<file path="src/rtl/fir_tap_loader.sv">
// Loads one NTAPS-word coefficient frame into a shadow bank and swaps it into the active taps on a sample boundary.
// Latency: earliest swap is the edge after the final word; swap_done/load_err are registered 1-cycle pulses.
// Backpressure: wr_ready drops while a complete frame waits for sample_en; all other states accept every word.
module fir_tap_loader #(
    parameter int NTAPS = 10,
    parameter int WIDTH = 16,
    parameter int GENW  = 8
) (
    input  logic                         clock,
    input  logic                         reset,
    input  logic                         wr_valid,
    output logic                         wr_ready,
    input  logic [WIDTH-1:0]             wr_data,
    input  logic                         wr_last,
    input  logic                         sample_en,
    output logic [NTAPS-1:0][WIDTH-1:0]  taps,
    output logic                         busy,
    output logic                         swap_done,
    output logic                         load_err,
    output logic [GENW-1:0]              gen
);

    localparam int IDXW = $clog2(NTAPS);
    localparam logic [IDXW-1:0] LAST_IDX = IDXW'(NTAPS - 1);

    typedef enum logic [1:0] {
        IDLE,
        LOAD,
        DRAIN,
        WAIT_SWAP
    } state_t;

    state_t                        state;
    logic [IDXW-1:0]               idx;
    logic [NTAPS-1:0][WIDTH-1:0]   shadow;
    logic                          xfer;

    assign xfer = wr_valid && wr_ready;

    // wr_ready and busy are registered from the next state so they are
    // glitch-free and line up with the state they describe.
    always_ff @(posedge clock or negedge reset) begin
        if (!reset) begin
            state     <= IDLE;
            idx       <= '0;
            shadow    <= '0;
            taps      <= '0;
            wr_ready  <= 1'b0;
            busy      <= 1'b0;
            swap_done <= 1'b0;
            load_err  <= 1'b0;
            gen       <= '0;
        end else begin
            swap_done <= 1'b0;
            load_err  <= 1'b0;
            case (state)
                IDLE: begin
                    wr_ready <= 1'b1;
                    busy     <= 1'b0;
                    if (xfer) begin
                        shadow[0] <= wr_data;
                        idx       <= IDXW'(1);
                        if (wr_last) begin
                            load_err <= 1'b1;
                        end else begin
                            state <= LOAD;
                            busy  <= 1'b1;
                        end
                    end
                end
                LOAD: begin
                    if (xfer) begin
                        shadow[idx] <= wr_data;
                        if (idx != LAST_IDX) begin
                            if (wr_last) begin
                                load_err <= 1'b1;
                                state    <= IDLE;
                                busy     <= 1'b0;
                            end else begin
                                idx <= idx + 1'b1;
                            end
                        end else if (wr_last) begin
                            state    <= WAIT_SWAP;
                            wr_ready <= 1'b0;
                        end else begin
                            // Frame too long: swallow the rest up to wr_last.
                            load_err <= 1'b1;
                            state    <= DRAIN;
                        end
                    end
                end
                DRAIN: begin
                    if (xfer && wr_last) begin
                        state <= IDLE;
                        busy  <= 1'b0;
                    end
                end
                WAIT_SWAP: begin
                    if (sample_en) begin
                        taps      <= shadow;
                        gen       <= gen + 1'b1;
                        swap_done <= 1'b1;
                        state     <= IDLE;
                        wr_ready  <= 1'b1;
                        busy      <= 1'b0;
                    end
                end
                default: begin
                    state <= IDLE;
                end
            endcase
        end
    end

endmodule
</file>
<file path="config.mk">
export PLATFORM = sky130hd
export DESIGN_NAME = fir_tap_loader
export DESIGN_NICKNAME = d
export VERILOG_FILES = /design/src/rtl/fir_tap_loader.sv
export SDC_FILE = /design/constraint.sdc
export NUM_CORES = 1
export LEC_CHECK = 0
export BUFFER_PORTS_ARGS = -buffer_cell sky130_fd_sc_hd__buf_2
export CAP_MARGIN = 20
export CORE_UTILIZATION = 45
export CTS_BUF_LIST = sky130_fd_sc_hd__clkbuf_8
export DETAILED_ROUTE_END_ITERATION = 6
export PLACE_DENSITY = 0.61
export SYNTH_ARGS = -nofsm -noshare
export SYNTH_HDL_FRONTEND = slang
export SYNTH_SLANG_ARGS = --single-unit
</file>
<file path="constraint.sdc">
create_clock -name clock -period 3.05 [get_ports clock]
set_input_delay 0.61 -clock clock [delete_from_list [all_inputs] [get_ports clock]]
set_output_delay 0.61 -clock clock [all_outputs]
set_load 0.005 [all_outputs]
</file>
==> results.py, run 1 <==
metrics = {
    "placed_design": {
        "dp_hpwl_um": 18900,
        "gp_congestion": 0.803,
        "dp_slack_ns": 0.663,
        "dpl_cell_area_sq_um": 14400,
        "io_buffers": 192,
        "placed_cells": 1657,
    },
    "timing": {
        "final_hold_viol_count": 0,
        "finalMaxSlewViolations": 0,
        "fmaxAchievable_mhz": 417,
        "finClkSkew_ns": 0.0168,
        "rsz0062_at_grt": "no",
        "fin_crit_ns": 2.40,
        "finalWorstSetupSlack_ns": 0.654,
        "setup_tns_ns": 0,
        "setup_viol": 0,
        "period_share_pct": 78.6,
        "whs_ns": 0.397,
        "worst-slew-pin-transition_ns": 0.630,
        "slew_headroom_pct": 58.0,
    },
    "layout": {
        "fin_nets": 1370,
        "nFillCells": 2512,
        "drive_gt1_share_pct": 34.3,
        "final_cells": 1763,
        "fin_util_pct": 55.8,
        "final_cell_area_sq_um": 15700,
        "area_growth_pct": 20.4,
    },
    "power_and_ir_drop": {
        "clockPowerShare_pct": 29.6,
        "p_per_area_nw_per_um2": 929,
        "internal-power_mw": 10.3,
        "power_leakage_nw": 8.63,
        "p_sw_mw": 4.29,
        "power_frac_comb_pct": 22.7,
        "ir_worst_vdd_uv": 458,
        "seqPwrFrac_pct": 47.7,
        "swShare_pct": 29.4,
        "p_total_mw": 14.6,
    },
    "hold_path": {
        "hold_path_depth": 2,
        "holdCritStartpoint": "wr_last",
        "hold_path_end": "idx[2]",
        "hp-class": "primary input to register",
    },
    "worst_setup_path": {
        "crit_slowest_cell": "ha_1",
        "worst-setup-path-type": "register to register",
        "cpLargestDelayFamily": "simple AND/OR/NAND/NOR gates",
        "worstPathRequired_ns": 3.50,
        "reg2reg_slack_ns": 0.65,
        "cp-start-kind": "register",
        "crit_chain": "inv_1 -> ha_1 -> nand2_1 -> nor2_4 -> mux2_2",
        "timing.rr.end": "shadow[92]",
        "arrival_ns": 2.85,
        "worst-r2r-cell-count": 5,
        "cp_max_fo": 19,
        "cp_num_buf_inv": 1,
        "reg2reg_from": "state[1]",
        "slowest_delay_ns": 0.55,
        "end_kind": "register",
    },
    "yosys": {
        "synth_most_common_cell": "nand2_1",
        "synth_top_area_share_pct": 64.8,
        "synth_commonest_cells": "nand2_1, dfrtp_1, mux2_2",
        "synthTopCellsByArea": "dfrtp_1, nand2_1, mux2_2",
        "async_flop_share_pct": 100,
        "synth.avg_cell_area_sq_um": 11.6,
        "yosysTopAreaCell": "dfrtp_1",
        "synth_cell_types": 40,
        "yosysWarnings": 0,
        "postSynthCellCount": 1124,
        "syn-cell-area_sq_um": 13000,
        "ys_seq_elements": 338,
        "dominantRegCellSynth": "dfrtp_1",
        "seq_area_frac_synth_pct": 64.8,
        "synthesis.nets": 1156,
        "synth-edff-count": 0,
    },
    "floorplanning": {
        "die_w_um": 172,
        "ios": 193,
        "die-area_sq_um": 29700,
        "die_h_um": 172,
        "start_util_pct": 46.3,
        "rows": 61,
        "core_sq_um": 28200,
    },
    "global_route": {
        "antenna_found_initial": 1,
        "grt_pass1_vias": 8640,
        "gr-usage-all-layers_pct": 22.1,
        "grt_pass1_wl_um": 49400,
        "overflow": 0,
        "grt_max_degree": 136,
    },
    "clock_tree": {
        "cts_tree": "done",
        "h-tree-depth": 2,
        "clk-insertion-delay-late_ns": 0.57,
        "cts-root-buf": "clkbuf_8",
        "cts_inserted_buffers": 56,
        "post_cts_buffers": 0,
        "clk_pin_slew_ns": 0.06,
        "cts_sinks": 338,
        "cts_buffer_depth": 3,
    },
    "routing": {
        "drt_pass1_iterations": 4,
        "viasPerCell": 4.96,
        "vias": 8747,
        "totalWireLength_um": 31500,
        "drt-initial-drc-count": 569,
        "final_antenna_net_count": 0,
        "drc": 0,
        "wire_per_inst_um": 17.9,
    },
    "run_status": {
        "status": "complete, no violations",
    },
    "flow_run": {
        "drv_cap": 0,
    },
}
-- cell usage in the layout, fill, tap and decap left out, types with 6 or more instances in the layout --
cell,n
nand2_1,495
dfrtp_1,338
buf_2,191
mux2_2,161
clkbuf_8,82
inv_1,17
ha_1,11
clkinv_2,7
buf_4,7
buf_12,7
xnor2_1,6
nand3_1,6
-- power by group through the flow --
stage	clock network, mW	logic (mW)	registers (mW)
2_1_floorplan	0	2.20	6.84
3_3_place_gp	0	3.25	7.00
3_5_place_dp	0	3.34	7.02
4_1_cts	4.41	3.36	6.96
5_1_grt	4.62	3.74	7.16
6_report	4.32	3.31	6.96
-- per-layer routing --
metal	GRT usage (%)	up-vias	routed length, um
li1	-	4066	-
met1	32.2	4391	15000
met2	33.2	242	14200
met3	4.33	48	1650
met4	7.04	0	594
met5	0	-	0
-- worst max path at each step --
stage / startpoint / cells after the start / endpoint / slack, ns
after floorplan: state[1] / 7 / shadow[10] / 1.14
after global placement: state[1] / 5 / shadow[119] / 0.74
after detailed placement: state[1] / 5 / shadow[118] / 0.66
after CTS: state[1] / 5 / shadow[118] / 0.64
after global routing: state[1] / 5 / shadow[118] / 0.45
final: state[1] / 5 / shadow[92] / 0.65
-- cells by family after synthesis --
group | share of synthesized area, %
compound gates | 0.959
xor+xnor | 0.470
fa+ha+maj | 1.05
buf+inv | 2.33
flops | 64.8
mux | 14.1
simple gates | 16.2
-- worst reg2reg max path, delay by kind of cell (launching register included) --
kind / cells / cell delay (ns)
flops: 1 / 0.39
fa+ha+maj: 1 / 0.55
mux: 1 / 0.40
buf+inv: 1 / 0.12
simple gates: 2 / 0.82
-- registers in the layout (all words and copies together), names as in the netlist --
register,flops
idx,4
taps,160
busy,1
wr_ready,1
load_err,1
gen,8
state,2
shadow,160
swap_done,1
-- repair_timing --
item	in CTS	in global routing
hold buffers	1	0
gates resized for setup	0	0
endpoints found under the hold margin	10	0
-- cell type report --
class | count | area (sq um) | area share [%]
well taps | 378 | 473 | 3.01
diodes | 2 | 5.00 | 0.0319
multi-input cells | 728 | 4290 | 27.3
inverters | 7 | 31.3 | 0.199
flip-flops and latches | 338 | 8460 | 53.8
repair buffers | 207 | 1170 | 7.47
clock buffers | 82 | 1130 | 7.18
clock inverters | 21 | 144 | 0.916
(Power assumes the default switching activity.)
==> inputs of run 2 (changes only) <==
==> constraint.sdc (replaced) <==
create_clock -name clock -period 2.4 [get_ports clock]
set_input_delay 0.48 -clock clock [delete_from_list [all_inputs] [get_ports clock]]
set_output_delay 0.48 -clock clock [all_outputs]
set_load 0.005 [all_outputs]
==> run 2 against run 1 <==
  * Total power grew 22%
  * Design area shrank 0.82%
  * Hold slack lost 0.11 ns
  * Setup slack lost 0.39 ns
  * First-iteration DRC count shrank 17%
  * Wire length grew 0.13%
  * Global-route usage shrank 0.050 points
  * Count of clock-buffer cells in the layout shrank 19
  * Largest power group unchanged
==> results.py, run 2 (synthesis gave the netlist of run 1 again) <==
metrics = {
    "run_status": {
        "status": "complete, no violations",
    },
    "worst_setup_path": {
        "arrival_ns": 2.59,
        "crit_slowest_cell": "ha_1",
        "worst-setup-path-type": "register to register",
        "slowest_delay_ns": 0.44,
        "worstPathRequired_ns": 2.85,
        "cp_max_fo": 16,
        "reg2reg_slack_ns": 0.27,
        "crit_chain": "inv_1 -> ha_1 -> nand2_1 -> nor2_4 -> buf_4 -> mux2_2",
        "end_kind": "register",
        "cp-start-kind": "register",
    },
    "global_route": {
        "grtUsageMet2_pct": 34.2,
        "overflow": 0,
        "gr-usage-all-layers_pct": 22.1,
        "grt_max_degree": 113,
        "busiest_layer": "met2",
        "antenna_found_initial": 0,
        "grtUsageMet3_pct": 4.53,
        "grt_pass1_wl_um": 49500,
        "grt_pass1_vias": 8687,
        "use_met1_pct": 31.3,
    },
    "clock_tree": {
        "cts-root-buf": "clkbuf_8",
        "clk_pin_slew_ns": 0.06,
        "clk-insertion-delay-late_ns": 0.58,
        "cts_sinks": 338,
        "h-tree-depth": 2,
        "cts_tree": "done",
        "cts_buffer_depth": 3,
        "cts_inserted_buffers": 54,
    },
    "timing": {
        "fin_crit_ns": 2.13,
        "rsz0062_at_grt": "no",
        "slew_headroom_pct": 56.6,
        "finClkSkew_ns": 0.0207,
        "worst-slew-pin-transition_ns": 0.650,
        "finalMaxSlewViolations": 0,
        "finalWorstSetupSlack_ns": 0.266,
        "period_share_pct": 88.9,
        "fmaxAchievable_mhz": 469,
        "final_hold_viol_count": 0,
        "setup_tns_ns": 0,
        "setup_viol": 0,
    },
    "layout": {
        "drive_gt1_share_pct": 33.3,
        "area_growth_pct": 19.4,
        "fin_nets": 1379,
        "final_cell_mix": "nand2_1, dfrtp_1, buf_2",
        "top_regs": "shadow x160, taps x160, gen x8",
        "final_cells": 1764,
        "antennaDiodeCount": 0,
        "layout_commonest_cell": "nand2_1",
    },
    "floorplanning": {
        "die_w_um": 172,
        "rows": 61,
        "start_util_pct": 46.3,
        "ios": 193,
        "die-area_sq_um": 29700,
        "core_sq_um": 28200,
        "die_h_um": 172,
    },
    "power_and_ir_drop": {
        "power_frac_comb_pct": 24.1,
        "ir_worst_vdd_uv": 533,
        "p_sw_mw": 5.39,
        "p_per_area_nw_per_um2": 1140,
        "seqPwrFrac_pct": 49.6,
        "internal-power_mw": 12.4,
        "swShare_pct": 30.3,
        "clockPowerShare_pct": 26.3,
        "p_total_mw": 17.8,
        "power_leakage_nw": 8.61,
    },
    "placed_design": {
        "io_buffers": 192,
        "placed_cells": 1668,
        "gp_congestion": 0.812,
        "dp_slack_ns": 0.324,
        "dp_hpwl_um": 19500,
    },
    "routing": {
        "vias": 8719,
        "viasPerCell": 4.94,
        "wire_per_inst_um": 17.9,
        "totalWireLength_um": 31600,
        "final_antenna_net_count": 0,
        "drc": 0,
        "drt_pass1_iterations": 4,
        "drt-initial-drc-count": 471,
    },
    "hold_path": {
        "hp-class": "primary input to register",
    },
    "flow_run": {
        "drv_cap": 0,
    },
}
-- run 2: cell types whose count changed in the layout (fill, tap and decap cells not counted), sizes merged --
| cell | before | now |
|---|---|---|
| bufinv | 2 | 1 |
| buf | 206 | 217 |
| clkbuf | 82 | 63 |
| clkinvlp | 1 | 2 |
| clkinv | 7 | 2 |
| diode | 2 | 0 |
| inv | 18 | 34 |
-- run 2: stage by stage --
stage / area, sq um / hold slack, ns / utilization, %
finish: 15600 / 0.286 / 55.3
CTS: 15600 / 0.232 / 55.3
detailed placement: 14500 / 0.438 / 51.6
global route: 15600 / 0.286 / 55.3
global placement: 14500 / 0.440 / 51.6
floorplan: 13000 / 0.184 / -
-- run 2: layer usage --
layer  vias up  share of wire, %
met1      4368                48
met5         -                 0
li1       4071                 -
met2       223                45
met3        57               5.0
met4         0               2.3
-- run 2: path summary, 6_finish.rpt --
path | startpoint | endpoint | depth (start not counted)
min in group asynchronous | reset | shadow[108] | 2
worst min register to register | shadow[154] | taps[154] | 2
max in group asynchronous | reset | taps[156] | 3
worst max-delay path | state[1] | shadow[119] | 6
worst max register to register | state[1] | shadow[119] | 6
worst min-delay path | wr_last | idx[2] | 2
-- run 2: cell type report --
class,count,area (sq um)
tap,378,473
timing repair buffer,218,1290
clock buffer,63,867
multi-input combinational,728,4290
inverter,7,31.3
fill,2505,12600
clock inverter,32,161
sequential,338,8460
-- run 2: power by group through the flow --
stage                     sequential, mW  combinational [mW]  clock (mW)
after floorplan                     8.69                2.80           0
after global placement              8.86                4.22           0
after detailed placement            8.91                4.34           0
after CTS                           8.84                4.36        4.80
after global routing                9.09                4.83        5.04
final                               8.83                4.29        4.67
-- run 2: worst max-delay path: cells and delay by family, from the launching register on --
kind,cells,cell delay (ns)
mux,1,0.37
simple gates,2,0.42
fa+ha+maj,1,0.44
flops,1,0.40
buf+inv,2,0.37
-- run 2: what timing repair did --
item,CTS,global route
buffers inserted,0,0
resized for setup,0,0
setup endpoints to repair,0,0
endpoints found under the hold margin,45,0
hold buffers,1,0
==> inputs of run 3 (changes only) <==
--- a/config.mk
+++ b/config.mk
@@ -6,10 +6,11 @@
 export NUM_CORES = 1
 export LEC_CHECK = 0
 export BUFFER_PORTS_ARGS = -buffer_cell sky130_fd_sc_hd__buf_2
-export CAP_MARGIN = 20
+export CAP_MARGIN = 10
 export CORE_UTILIZATION = 45
 export CTS_BUF_LIST = sky130_fd_sc_hd__clkbuf_8
 export DETAILED_ROUTE_END_ITERATION = 6
+export MAX_ROUTING_LAYER = met4
 export PLACE_DENSITY = 0.61
 export SYNTH_ARGS = -nofsm -noshare
 export SYNTH_HDL_FRONTEND = slang
==> run 3 against run 2 <==
  * Critical path depth did not move
  * Count of clock-buffer cells in the layout stayed put
  * Clock skew about the same
  * Sequential share of layout area about the same
==> results.py, run 3 (synthesis gave the netlist of run 1 again) <==
metrics = {
    "run_status": {
        "status": "complete, no violations",
    },
    "global_route": {
        "antenna_found_initial": 0,
        "gr-usage-all-layers_pct": 22.7,
        "grt_pass1_wl_um": 49500,
        "grt_pass1_vias": 8672,
        "grt_max_degree": 113,
        "overflow": 0,
    },
    "layout": {
        "nFillCells": 2505,
        "final_cell_mix": "nand2_1, dfrtp_1, buf_2",
        "top_regs": "shadow x160, taps x160, gen x8",
        "regArea_sq_um": 8460,
        "multiInputGateArea_sq_um": 4290,
        "fin_nets": 1379,
        "drive_gt1_share_pct": 33.3,
        "layout_commonest_cell": "nand2_1",
        "final_cell_area_sq_um": 15600,
        "final_cells": 1765,
        "area_growth_pct": 19.4,
    },
    "power_and_ir_drop": {
        "ir_worst_vdd_uv": 537,
        "power_leakage_nw": 8.61,
        "p_per_area_nw_per_um2": 1140,
    },
    "hold_path": {
        "hp-class": "primary input to register",
        "holdCritStartpoint": "wr_last",
    },
    "routing": {
        "drt_pass1_iterations": 4,
        "drt-initial-drc-count": 478,
        "met2_length_um": 14300,
        "vias": 8746,
        "drc": 0,
        "top_layer_used": "met4",
        "totalWireLength_um": 31600,
        "wl_met1_um": 15000,
        "final_antenna_net_count": 0,
        "wire_per_inst_um": 17.9,
        "wl_met3_um": 1530,
        "viasPerCell": 4.96,
    },
    "timing": {
        "finClkSkew_ns": 0.0203,
        "period_share_pct": 88.5,
        "slew_headroom_pct": 56.0,
        "worst-slew-pin-transition_ns": 0.660,
        "setup_viol": 0,
        "setup_tns_ns": 0,
        "finalWorstSetupSlack_ns": 0.276,
        "fmaxAchievable_mhz": 471,
        "final_hold_viol_count": 0,
        "rsz0062_at_grt": "no",
        "finalMaxSlewViolations": 0,
        "fin_crit_ns": 2.12,
    },
    "floorplanning": {
        "die-area_sq_um": 29700,
        "die_w_um": 172,
        "die_h_um": 172,
        "ios": 193,
        "rows": 61,
        "core_sq_um": 28200,
        "start_util_pct": 46.3,
    },
    "placed_design": {
        "placed_cells": 1668,
        "gp_congestion": 0.824,
        "dp_hpwl_um": 19500,
        "dp_slack_ns": 0.324,
        "io_buffers": 192,
        "dpl_cell_area_sq_um": 14500,
    },
    "clock_tree": {
        "h-tree-depth": 2,
        "cts-root-buf": "clkbuf_8",
        "cts_inserted_buffers": 54,
        "cts_buffer_depth": 3,
        "clk-insertion-delay-late_ns": 0.58,
        "clk_pin_slew_ns": 0.06,
        "cts_tree": "done",
        "post_cts_buffers": 0,
        "cts_sinks": 338,
    },
    "worst_setup_path": {
        "end_kind": "register",
        "reg2reg_from": "state[1]",
        "cp_max_fo": 16,
        "worst-setup-path-type": "register to register",
        "startpoint": "state[1]",
        "arrival_ns": 2.58,
        "cp-start-kind": "register",
        "worstPathRequired_ns": 2.85,
    },
    "flow_run": {
        "drv_cap": 0,
    },
}
[run 3: final timing paths]
check                              end  slack, ns  cells after the start
max                        shadow[119]       0.28                      6
min                             idx[2]       0.28                      2
max reg2reg                shadow[119]       0.28                      6
min reg2reg                  taps[122]       0.46                      2
max in group asynchronous    taps[156]       1.21                      3
min in group asynchronous    taps[109]       0.43                      2
[run 3: per-stage QoR]
step           hold slack, ns  utilization [%]  power (mW)
2_1_floorplan           0.184                -        11.5
3_3_place_gp            0.440             51.6        13.1
3_5_place_dp            0.438             51.6        13.2
4_1_cts                 0.232             55.3        18.0
5_1_grt                 0.286             55.3        19.0
6_report                0.285             55.3        17.8
[run 3: cell type report]
cell class | count | share of cell area [%]
flip-flops and latches | 338 | 54.3
multi-input cells | 728 | 27.6
repair buffers | 218 | 8.30
clock buffers | 63 | 5.56
well taps | 378 | 3.04
clock inverters | 32 | 1.04
inverters | 7 | 0.201
diodes | 1 | 0.0161
[run 3: critical path, cell delays in order (launching register included)]
cell     delay [ns]
dfrtp_1        0.39
inv_1          0.12
ha_1           0.44
nand2_1        0.26
nor2_4         0.15
buf_4          0.25
mux2_2         0.37
[run 3: what timing repair did]
item | 4_1_cts | 5_1_grt
hold buffers | 1 | 0
hold endpoints to repair | 45 | 0
gates resized for setup | 0 | 0
[run 3: where the power goes]
part / internal [mW] / leakage (nW) / switching [mW]
combinational: 2.24 / 3.52 / 2.05
clock: 2.48 / 0.618 / 2.19
sequential: 7.68 / 4.47 / 1.15
[run 3: metal layers]
layer	vias to the layer above	global-route usage (%)
met5	-	-
met4	0	6.66
met3	56	4.21
met2	223	34.2
met1	4388	31.5
li1	4079	-
